## config.mk

```make
export PLATFORM = sky130hd
export DESIGN_NAME = fp2fix_arbiter
export DESIGN_NICKNAME = d
export VERILOG_FILES = /design/src/rtl/fp2fix_arbiter.sv
export SDC_FILE = /design/constraint.sdc
export NUM_CORES = 1
export LEC_CHECK = 0
export CORE_MARGIN = 1.5
export CORE_UTILIZATION = 25
export DETAILED_ROUTE_END_ITERATION = 12
export HOLD_SLACK_MARGIN = 0.15
export PLACE_DENSITY_LB_ADDON = 0.12
export SLEW_MARGIN = 20
export SYNTH_ARGS = -nofsm -noshare
export SYNTH_HDL_FRONTEND = slang
export SYNTH_SLANG_ARGS = --single-unit
```

## constraint.sdc

```tcl
create_clock -name clk -period 1.3 [get_ports clk]
set_input_delay 0.26 -clock clk [delete_from_list [all_inputs] [get_ports clk]]
set_output_delay 0.26 -clock clk [all_outputs]
set_load 0.02 [all_outputs]
```

## src/rtl/fp2fix_arbiter.sv

```systemverilog
// fp2fix_arbiter
//
// Shares one external combinational float32-to-fixed converter between two requesters.
// Arbitration is round-robin. The converter result is captured in a one-entry output
// register tagged with the source channel and is drained through a valid/ready handshake.
//
// Optional feature: define FP2FIX_ARB_STATS_EN to add two saturating grant counters.
//
// Parameters:
//   WORD_LENGTH - width of the converter's signed fixed-point result
//   CNT_WIDTH   - width of each grant counter (only used with FP2FIX_ARB_STATS_EN)
//
// Ports:
//   clk, rst_n                      - clock and synchronous active-low reset
//   req0_valid/req0_data/req0_ready - channel 0 float32 request stream
//   req1_valid/req1_data/req1_ready - channel 1 float32 request stream
//   conv_in                         - word sent to the external converter (0 when idle)
//   conv_out                        - combinational result returned by the converter
//   res_valid/res_data/res_id       - registered result, its source channel and valid flag
//   res_ready                       - consumer accepts the result
//   grant0_cnt, grant1_cnt          - per-channel grant counters (FP2FIX_ARB_STATS_EN only)
module fp2fix_arbiter #(
  parameter int unsigned WORD_LENGTH = 21,
  parameter int unsigned CNT_WIDTH   = 16
) (
  input  logic                   clk,
  input  logic                   rst_n,
  input  logic                   req0_valid,
  input  logic [31:0]            req0_data,
  output logic                   req0_ready,
  input  logic                   req1_valid,
  input  logic [31:0]            req1_data,
  output logic                   req1_ready,
  output logic [31:0]            conv_in,
  input  logic [WORD_LENGTH-1:0] conv_out,
  output logic                   res_valid,
  output logic [WORD_LENGTH-1:0] res_data,
  output logic                   res_id,
  input  logic                   res_ready
`ifdef FP2FIX_ARB_STATS_EN
  ,
  output logic [CNT_WIDTH-1:0]   grant0_cnt,
  output logic [CNT_WIDTH-1:0]   grant1_cnt
`endif
);

  logic                   res_valid_q;
  logic [WORD_LENGTH-1:0] res_data_q;
  logic                   res_id_q;
  logic                   prio_q;

  logic slot_free;
  logic grant_valid;
  logic grant_id;

  // The output register may load when empty or when being drained this same cycle.
  assign slot_free = !res_valid_q || res_ready;

  always_comb begin
    grant_valid = 1'b0;
    grant_id    = 1'b0;
    // Readies must stay low during reset, so no grant is issued while rst_n is low.
    if (slot_free && rst_n) begin
      unique case ({req1_valid, req0_valid})
        2'b01: begin
          grant_valid = 1'b1;
          grant_id    = 1'b0;
        end
        2'b10: begin
          grant_valid = 1'b1;
          grant_id    = 1'b1;
        end
        2'b11: begin
          grant_valid = 1'b1;
          grant_id    = prio_q;
        end
        default: begin
          grant_valid = 1'b0;
          grant_id    = 1'b0;
        end
      endcase
    end
  end

  assign req0_ready = grant_valid && !grant_id;
  assign req1_ready = grant_valid && grant_id;

  always_comb begin
    conv_in = 32'h0;
    if (grant_valid) begin
      conv_in = grant_id ? req1_data : req0_data;
    end
  end

  always_ff @(posedge clk) begin
    if (!rst_n) begin
      res_valid_q <= 1'b0;
      res_data_q  <= '0;
      res_id_q    <= 1'b0;
      prio_q      <= 1'b0;
    end else if (slot_free) begin
      if (grant_valid) begin
        res_valid_q <= 1'b1;
        res_data_q  <= conv_out;
        res_id_q    <= grant_id;
        // Hand priority to the other channel after every grant, contested or not.
        prio_q      <= ~grant_id;
      end else begin
        res_valid_q <= 1'b0;
      end
    end
  end

  assign res_valid = res_valid_q;
  assign res_data  = res_data_q;
  assign res_id    = res_id_q;

`ifdef FP2FIX_ARB_STATS_EN
  logic [CNT_WIDTH-1:0] grant0_cnt_q;
  logic [CNT_WIDTH-1:0] grant1_cnt_q;

  always_ff @(posedge clk) begin
    if (!rst_n) begin
      grant0_cnt_q <= '0;
      grant1_cnt_q <= '0;
    end else begin
      // Saturate at all-ones rather than wrapping.
      if (req0_ready && (grant0_cnt_q != '1)) begin
        grant0_cnt_q <= grant0_cnt_q + 1'b1;
      end
      if (req1_ready && (grant1_cnt_q != '1)) begin
        grant1_cnt_q <= grant1_cnt_q + 1'b1;
      end
    end
  end

  assign grant0_cnt = grant0_cnt_q;
  assign grant1_cnt = grant1_cnt_q;
`else
  // Counter width is meaningless without the statistics feature.
  logic unused_cnt_width;
  assign unused_cnt_width = ^CNT_WIDTH;
`endif

endmodule

```

# Word-level counts from Yosys, hierarchy flattened
# Index checks and enable logic that the tools add are counted.
# W data, S select, Z words.
totals:
  latch_bits: 0
  reg_bits: 24
  mem_count: 0
  rom_bits: 0
  ram_bits: 0
  inputBits: 90
op_classes:
  n_reduce_logical: 8
  muxes: 7
  eq_ne: 3
  div_mod_pow: 0
  n_addsub: 0
  order_cmp: 0
  shift: 0
  n_mul: 0
  bitwise: 1
ops:
  columns: ["operator", "count"]
  rows:
  - ["$mux W32", 2]
  - ["$eq A2 B2 Y1 const B", 2]
  - ["$mux W1", 4]
  - ["$logic_and A1 B1 Y1", 3]
  - ["$reduce_or A3 Y1", 1]
  - ["$eq A2 B1 Y1 const B", 1]
  - ["$logic_not A1 Y1", 2]
  - ["$pmux W1 S2", 1]
  - ["$reduce_and A2 Y1", 1]
  - ["$logic_or A1 B1 Y1", 1]
  - ["$not A1 Y1", 1]

# Depth between registers and ports, before layout
logic_depth:
  depth_word: 6
  mapped_depth: 5
  ltp_nobuf: 3

# Worst setup path after synthesis
# OpenSTA, ideal clock, no wires.
synth_timing:
  path_type: "register -> output"
  from: "register res_valid_q (netlist: res_valid)"
  to: "output port conv_in[31]"
  path_slack_ns: -0.352
  required_time_ns: 1.040
  path_stages_with_launch: 6
  arrival_ns: 1.392
  path_cell_list: "dfxtp_1 nand2b_4 o2111a_1 buf_6 buf_6 a221oi_2"
synth_between:
  elab_chain_len: 6
synth_lines:
  columns: ["element", "line_no", "rtl"]
  rows:
  - ["start, declared", "47", "logic res_valid_q;"]
  - ["start signal, assigned", "97", "res_valid_q <= 1'b0;"]
  - ["start signal, assigned", "103", "res_valid_q <= 1'b1;"]
  - ["start signal, assigned", "109", "res_valid_q <= 1'b0;"]
  - ["$logic_not A1 Y1 *", "57", "assign slot_free = !res_valid_q || res_ready;"]
  - ["$logic_or A1 B1 Y1 *", "57", null]
  - ["$logic_and A1 B1 Y1 *", "63", "if (slot_free && rst_n) begin"]
  - ["$mux W1", "63", null]
  - ["$mux W32", "91", "conv_in = grant_id ? req1_data : req0_data;"]
  - ["$mux W32 *", "90", "if (grant_valid) begin"]
  - ["end, declared", "34", "output logic [31:0] conv_in,"]
# Mark *: on every way between the ends. The rest lies on a longest branch, timed or not.

# Worst setup path in the final report
layout_timing:
  from: "register prio_q"
  to: "output port conv_in[13]"
layout_between:
  elab_chain_len: 4
layout_lines:
  columns: ["element", "line_no", "rtl"]
  rows:
  - ["start, declared", "50", "logic prio_q;"]
  - ["start signal, assigned", "107", "prio_q <= ~grant_id;"]
  - ["$pmux W1 S2", "64", "unique case ({req1_valid, req0_valid})"]
  - ["$mux W1", "63", null]
  - ["$mux W32", "91", null]
  - ["$mux W32", "90", null]
# No other way between the ends.

==> metrics.yaml <==
status: "finished, violations left"
violations: "negative setup slack"
syn_area_per_cell_um2: 9.21
grt_overflow: 0
fmax_mhz: 552
grt_pass1_wl_mm: 8.71
synthFlopType: "dfxtp_1"
synthToLayoutAreaGrowth_pct: 145
syn_nets: 237
drc: 0
num_vias: 1621
portBuffers: 146
rsz0062_at_grt: "yes"
cp_max_fo: 6
finalPower_uw: 2400
core_um2: 5170
hp-class: "register to register"
stdcell_count: 371
rows: 26
track_usage_pct: 18.2
synth_top_cell_by_area: "dfxtp_1"
grt_max_degree: 25
die_h_um: 76.6
place_ws_ns: -1.09
critPathLaunch: "prio_q$_SDFFE_PN0P_"
finalNetCount: 392
wl_per_cell_um: 14.5
worst_setup_path_end_kind: "output port"
max_slew_margin_pct: 83.7
cts_tree: "yes"
min-delay-start: "res_data[5]$_SDFFE_PN0P_"
worstSetupStartpointType: "register"
yosys_warnings: 0
synth_area_leaders: "dfxtp_1 35%, a22o_1 20%, mux2i_1 16%, inv_1 7.2%, nand2_1 6.1%"
async_flop_share_pct: 0
dpl.hpwl_mm: 3.76
vias_per_cell: 4.37
antenna_found_initial: 0
path_class: "register to output port"
clk_path_buf_depth: 2
clock-sinks: 24
start_util_pct: 26.2
maxCapViolCount: 0
diodes: 0
hold_slack_ns: 0.457
hold_viol: 0
synth_most_common_cell: "a22o_1"
worstPathArrival_ns: 1.55
wl_mm: 5.36
die_width_um: 76.6
gp_congestion: 0.738
period_share_pct: 139
worst_slack_ns: -0.511
synth_edf_count: 0
drtAntennaViolNets: 0
layout-drive-gt1-share_pct: 27.6
tightestPinTransition_ns: 0.245
netlist.area_leader.share_pct: 35.5
fin_crit_ns: 1.81
synthCells: 147
pin_count: 147
htree_levels: 1
cts_buffers: 3
reg2reg_from: "prio_q$_SDFFE_PN0P_"
power.density_nw_per_um2: 723
clkLatencyLatePin_ns: 0.26
netlist_area_um2: 1350
placed_cells: 358
post_dp_cell_area_um2: 3080
vdd_drop_max_v: 0.000612
synth-seq-cells: 24
setup-violations-final: 34
power_leakage_uw: 0.00166
synth_cell_types: 19
cts_root_buffer: "clkbuf_8"
cp.required_ns: 1.04
final_area_um2: 3320
dr.pass1.iters: 4
die_area_um2: 5870
maxSlewViolCount: 0
ys_seq_area_share_pct: 35.5
netlist_top_cells_count: "31 x a22o_1, 26 x inv_1, 24 x dfxtp_1"
first_iter_violations: 29
grt_pass1_vias: 1683
finClkSkew_ns: 0.00604
path_clk_slew_ns: 0.09
## report_power, final
group / switching [uW] / internal [uW] / total (uW) / leakage, uW
sequential: 32.3 / 804 / 836 / 0.000200
clock: 232 / 219 / 451 / 0.0000228
combinational: 460 / 651 / 1110 / 0.00144
total: 724 / 1670 / 2400 / 0.00166
## kinds of logic (layout without fill, tap and decap cells)
logic type,after synthesis,after routing,synth area share (%)
buffers and inverters,39,193,15.2
AOI/OAI and AO/OA,37,37,24.3
muxes,21,21,15.5
and+or+nand+nor,26,26,9.52
DFF,24,24,35.5
## layer usage
| metal | up-vias | share of wire, % | track usage, % |
|---|---|---|---|
| met1 | 721 | 39 | 20.4 |
| li1 | 809 | - | - |
| met4 | 0 | 1.1 | 4.63 |
| met3 | 6 | 8.2 | 4.43 |
| met2 | 85 | 52 | 34.2 |
| met5 | - | 0 | 0 |
## worst paths after layout
kind,slack [ns],depth (start not counted),to
setup reg to reg,0.07,4,res_id$_SDFFE_PN0P_
hold / removal,0.46,2,res_data[5]$_SDFFE_PN0P_
setup / recovery,-0.51,5,conv_in[13]
hold reg to reg,0.46,2,res_data[5]$_SDFFE_PN0P_
## flip-flops by register name, indices dropped and copies added (netlist names)
name / flops
prio_q: 1
res_id: 1
res_data: 21
res_valid: 1
## worst max-delay path, stage by stage, from the launching register on
cell      delay (ns)
dfxtp_2         0.34
o2111a_2        0.29
buf_6           0.15
buf_16          0.13
a22o_4          0.24
buf_6           0.13
## placed cells by master (no fill, tap or decap), types with 3 or more instances in the layout
cell type	n
dlygate4sd2_1	27
mux2i_1	21
clkbuf_8	3
inv_1	26
a22o_1	11
buf_6	38
a22o_4	20
clkdlybuf4s50_1	85
buf_16	4
buf_8	3
nand2_1	22
dfxtp_1	22
buf_4	4
## layout make-up
type                    count  area [um2]
inverters                  26        97.6
repair buffers            163        1750
multi-input cells          84         858
clock buffers               4        45.0
well taps                  70        87.6
flip-flops and latches     24         485
fillers                   441        1850
## timing repair
action                     in CTS  in global routing
setup endpoints to repair      80                 39
resized for setup             246                  3
buffers inserted                4                  2
pin swaps                      24                  4
gates cloned                    5                  1
hold buffers                    0                  0
## metrics by stage
stage               util, %  TNS (ns)
CTS                    64.1    -16.18
detailed placement     59.6    -46.90
global placement       59.6    -47.05
global route           64.2    -17.07
finish                 64.2    -15.07
floorplan                 -     -3.20
(Power assumes the default switching activity.)
